$ cat src/rtl/bram_pkg.sv
// Shared memory-map defaults and writer state encoding
// for the block RAM loaded by the stream writer.
package bram_pkg;

  localparam int DATA_W_DEF = 8;
  localparam int ADDR_W_DEF = 8;
  localparam int DEPTH_DEF  = 251;

  typedef enum logic [1:0] {
    IDLE  = 2'd0,
    WRITE = 2'd1,
    DONE  = 2'd2
  } state_t;

endpackage

$ cat src/rtl/bram_stream_writer.sv
// Writes a valid/ready byte stream into BRAM port A
// at sequential addresses from 0, with done/full/count.
module bram_stream_writer
  import bram_pkg::*;
#(
  parameter int DATA_W = DATA_W_DEF,
  parameter int ADDR_W = ADDR_W_DEF,
  parameter int DEPTH  = DEPTH_DEF
) (
  input  logic              CLK100MHZ,
  input  logic              CPU_RESETN,
  input  logic              start,
  input  logic              s_valid,
  input  logic [DATA_W-1:0] s_data,
  input  logic              s_last,
  output logic              s_ready,
  output logic              ena,
  output logic              wea,
  output logic [ADDR_W-1:0] addra,
  output logic [DATA_W-1:0] dina,
  output logic              busy,
  output logic              done,
  output logic              full,
  output logic [ADDR_W:0]   count
);

  localparam logic [ADDR_W-1:0] LAST_ADDR =
    ADDR_W'(DEPTH - 1);

  state_t state_q;
  state_t state_d;

  logic [ADDR_W-1:0] ptr_q;
  logic              acc;
  logic              at_end;
  logic              arm;

  assign acc    = s_valid && s_ready;
  assign at_end = (ptr_q == LAST_ADDR);
  assign arm    = start && (state_q != WRITE);

  always_ff @(posedge CLK100MHZ or negedge CPU_RESETN) begin
    if (!CPU_RESETN) begin
      state_q <= IDLE;
    end else begin
      state_q <= state_d;
    end
  end

  always_comb begin
    state_d = state_q;
    unique case (state_q)
      IDLE: begin
        if (start) state_d = WRITE;
      end
      WRITE: begin
        if (acc && (s_last || at_end)) state_d = DONE;
      end
      DONE: begin
        if (start) state_d = WRITE;
      end
      default: state_d = IDLE;
    endcase
  end

  always_comb begin
    s_ready = (state_q == WRITE);
    busy    = (state_q == WRITE);
    done    = (state_q == DONE);
  end

  // Port registers: ena/wea pulse for the one cycle after an accept.
  always_ff @(posedge CLK100MHZ or negedge CPU_RESETN) begin
    if (!CPU_RESETN) begin
      ena   <= 1'b0;
      wea   <= 1'b0;
      addra <= '0;
      dina  <= '0;
      ptr_q <= '0;
      count <= '0;
      full  <= 1'b0;
    end else begin
      ena <= acc;
      wea <= acc;
      if (arm) begin
        ptr_q <= '0;
        count <= '0;
        full  <= 1'b0;
      end else if (acc) begin
        addra <= ptr_q;
        dina  <= s_data;
        ptr_q <= ptr_q + ADDR_W'(1);
        count <= count + (ADDR_W+1)'(1);
        if (at_end) full <= 1'b1;
      end
    end
  end

endmodule
$ cat config.mk
export PLATFORM = sky130hd
export DESIGN_NAME = bram_stream_writer
export DESIGN_NICKNAME = d
export VERILOG_FILES = /design/src/rtl/bram_pkg.sv /design/src/rtl/bram_stream_writer.sv
export SDC_FILE = /design/constraint.sdc
export NUM_CORES = 1
export LEC_CHECK = 0
export ABC_AREA = 0
export ABC_CLOCK_PERIOD_IN_PS = 1580
export CORE_MARGIN = 3
export CORE_UTILIZATION = 47
export CTS_CLUSTER_SIZE = 16
export DETAILED_ROUTE_END_ITERATION = 10
export PLACE_DENSITY = 0.87
export SYNTH_ARGS = -nofsm -noshare
export SYNTH_HDL_FRONTEND = slang
export SYNTH_SLANG_ARGS = --single-unit
$ cat constraint.sdc
create_clock -name CLK100MHZ -period 1.58 [get_ports CLK100MHZ]
set_input_delay 0.158 -clock CLK100MHZ [delete_from_list [all_inputs] [get_ports CLK100MHZ]]
set_output_delay 0.158 -clock CLK100MHZ [all_outputs]
set_load 0.1 [all_outputs]
# Yosys cells after proc, flatten, opt, wreduce, memory -nomap -nowiden
# Cells that the tools add are included.
# word_totals
reg_bits	37
in_bits	13
out_inout_bits	31
word_cells	37
# op_classes
addsub	2
n_eq_ne	6
n_mux	10
bitwise_logic	1
reduce_logical	11
# op_table
op	n
9-bit 2-to-1 mux	2
8-bit 2-to-1 mux	2
9-bit by 1-bit adder with 9-bit output (second input constant)	1
8-bit by 1-bit adder with 8-bit output (second input constant)	1
8-bit == test (second input constant)	1
2-bit by 1-bit != test with 1-bit output (second input constant)	3
2-bit AND reduction	3
2-bit 2-to-1 mux	2
2-bit case mux with 2 select lines	1
2-bit nonzero test	2
1-bit logical AND	3
1-bit 2-to-1 mux	3
2-bit by 1-bit == test with 1-bit output (second input constant)	1
2-bit == test (second input constant)	1
2-bit zero test	1
2-bit OR reduction	1
1-bit logical OR	1
1-bit inverter	1

# Depth between registers and ports, before layout
# logic_depth
ltp_word	5
depth_mapped	6
ltp_nobuf	6

# Worst setup path after synthesis
# OpenSTA, ideal clock, no wires.
# synth_timing
path_kind	flip-flop to flip-flop
startpoint	reg state_q[0]
endpoint	reg state_q[1]
setup_time_ns	0.072
t_arrival_ns	2.116
required_ns	1.508
slack_ns	-0.608
stages_incl_launch_ff	3
n_path_buf	0
period_less_slack_ns	2.188
path_cell_list	dfrtp_1 nor2b_1 a221o_1
# synth_rtl
element	line	source
from (decl)	bram_stream_writer.sv:30	state_t state_q;
from (signal assigned)	bram_stream_writer.sv:46	state_q <= state_d;
2-bit == test (*)	--	
named net done	bram_stream_writer.sv:22	output logic done,
2-bit OR reduction (no line) (*)	--	
2-bit by 1-bit != test with 1-bit output (no line)	--	
2-bit AND reduction (no line)	--	
# The timed path passes the listed nets; every way through them passes the cells marked *.
# A chain may end at the register's enable or synchronous reset.

# Worst setup path in the final report
# layout_timing
startpoint	reg state_q[0]
endpoint	out s_ready
# layout_via
elab_chain_len	1
# layout_lines
element	line	source
2-bit by 1-bit == test with 1-bit output	bram_stream_writer.sv:67	s_ready = (state_q == WRITE);
to (decl)	bram_stream_writer.sv:16	output logic s_ready,
# Every way passes these cells.

==> impl_metrics.csv <==
group,metric,value,unit
timing,fin_ws,0.111,ns
detailed_routing,vias,1345,
hold_path,min_path_cells,3,
critical_path,worst_setup_path_start_kind,"flip-flop",
cells_and_area,antennaDiodeCount,0,
hold_path,hold_path.class,"in2reg",
timing,max_slew_margin,0.705,
synth,ys_seq_elements,37,
synth,async_flop_share,1.00,
run,cap_violations,0,
timing,setup_violations,0,
clock_network,insertion_delay,0.35,ns
global_route,grt_pass1_vias,1331,
synth,ys_seq_area_frac,0.585,
clock_network,cts.clk_slew.worst_paths,0.12,ns
die,fp.dieW,64.1,um
cells_and_area,drive_above_1_share,0.282,
detailed_routing,first_pass_iters,4,
global_route,grt_use_total,0.208,
synth,yosys-top-cells-count,"nand2_1, dfrtp_1, nor2_1",
detailed_routing,routed_wirelength,3830,um
power_and_ir_drop,p_leak,0.00115,uW
placement,place_congestion,0.774,
die,die_area,4100,um2
critical_path,critPathRequiredTime,1.42,ns
clock_network,h-tree-depth,2,
status,status,"completed",
timing,worst_slew_pin_slew,0.442,ns
synth,synth_top_area_cell,"dfrtp_1",
critical_path,crit_type,"reg2out",
synth,yosys.cell_count.top_type,"nand2_1",
timing,maxSlewViolCount,0,
power_and_ir_drop,power.density,2000,nW/um2
critical_path,crit_arrival,1.31,ns
cells_and_area,fin_util,0.790,
clock_network,cts_buffers,5,
die,initial_core_util,0.506,
placement,io_buffers,43,
clock_network,cts_root_buf,"clkbuf_4",
synth,syn-num-nets,179,
timing,fmax,681,MHz
synth,synth_cell_types,28,
die,pin_count,44,
clock_network,clock_path_buffers,2,
detailed_routing,drc_errors,0,
synth,syn-cell-area,1580,um2
timing,period_minus_slack,1.47,ns
detailed_routing,vias_per_cell,5.23,
power_and_ir_drop,power,4930,uW
critical_path,path_max_fanout,5,
cells_and_area,nets,228,
placement,place_hpwl,2750,um
power_and_ir_drop,vdd_drop_max,2.03,mV
die,core_area,3130,um2
synth,synth.avg_cell_area,9.72,um2
die,rows,20,
timing,hold_violations,0,
timing,post-route-period-util,0.930,
synth,synth_top_area_frac,0.585,
critical_path,critPathCaptureType,"primary output",
synth,yosysWarnings,0,
detailed_routing,initialDrtViolationCount,38,
detailed_routing,wl_per_cell,14.9,um
synth,synth_edf_count,0,
cells_and_area,syn2layout_area_growth,55.9,%
critical_path,worstRegToRegCells,5,
synth,synth_ff_type,"dfrtp_1",
placement,place_ws,-0.0421,ns
synth,synth_cells,163,
detailed_routing,postRouteAntennaNets,0,
die,die_h,64.1,um
clock_network,cts_sinks,37,
global_route,grt-ovfl-total,0,
timing,final.setup.tns,0,ns
synth,synth_area_leaders,"dfrtp_1, nand2_1, xor2_1",
global_route,antenna_found_initial,0,
global_route,grt_max_degree,38,
clock_network,cts_tree,"yes",
timing,fin_skew,0.0101,ns
global_route,grt_pass1_wl,6470,um
path summary, 6_finish.rpt:
kind,startpoint,end,slack (ns)
min in group asynchronous,CPU_RESETN,dina[3],0.39
worst min-delay path,s_data[1],dina[1],0.33
worst max-delay path,state_q[0],s_ready,0.11
max in group asynchronous,CPU_RESETN,count[1],0.85
worst min register to register,dina[7],dina[7],0.55
worst max register to register,state_q[0],ptr_q[2],0.13
layout by cell type (no fill, tap or decap), drive strengths merged, types with 4 or more instances in the layout:
master and n:
dfrtp 37, and3 4, buf 37, nand2 52, clkbuf 5, o21ai 8, nand4 5, clkdlybuf4s50 11
nor2 15, xor2 8
cell type report:
type                            instances  area, um2
Sequential cell                        37        935
Timing Repair Buffer                   49        783
Fill cell                             192        658
Multi-Input combinational cell        114        618
Tap cell                               44       55.1
Clock buffer                            5       37.5
Inverter                                5       23.8
Clock inverter                          3       17.5
cells by family after synthesis:
| group | count (synthesis) | share of synthesized area |
|---|---|---|
| flops | 37 | 0.585 |
| compound gates | 13 | 0.0490 |
| simple gates | 87 | 0.243 |
| xor+xnor | 11 | 0.0608 |
| buf+inv | 12 | 0.0387 |
| fa+ha+maj | 3 | 0.0237 |
per-layer routing:
metal  vias to the layer above  GRT usage  share of wire
met5                         -          0              0
met4                         0     0.0943          0.016
met2                        56      0.356           0.51
met1                       649      0.242           0.40
li1                        633          -              -
met3                         7     0.0562          0.076
stage by stage:
| stage | instances | cell area (um2) | hold WS, ns |
|---|---|---|---|
| after floorplan | 163 | 1610 | -0.138 |
| after global placement | 247 | 2380 | 0.218 |
| after detailed placement | 247 | 2380 | 0.224 |
| after CTS | 257 | 2460 | 0.327 |
| after global routing | 257 | 2470 | 0.342 |
| final | 257 | 2470 | 0.334 |
sequential cells by signal, indices dropped and copies added, names as in the netlist:
register,count
full,1
addra,8
count,9
dina,8
state_q,2
ptr_q,8
wea,1
report_power, final:
group          switching (uW)  leakage [uW]  total (uW)  internal [uW]
Clock                     325     0.0000310         493            168
Sequential                274      0.000484        1430           1160
Combinational            1990      0.000635        3000           1010
worst max-delay path, cell delays in order (launching register included):
cell        delay, ns
dfrtp_1          0.48
nand2b_4         0.13
clkinvlp_4       0.15
buf_12           0.20
what timing repair did:
action	4_1_cts	5_1_grt
endpoints found under the hold margin	37	0
gates resized for setup	0	3
buffers inserted	1	0
hold buffers	1	0
setup endpoints to repair	2	4
Power figures use the tool's default switching activity.
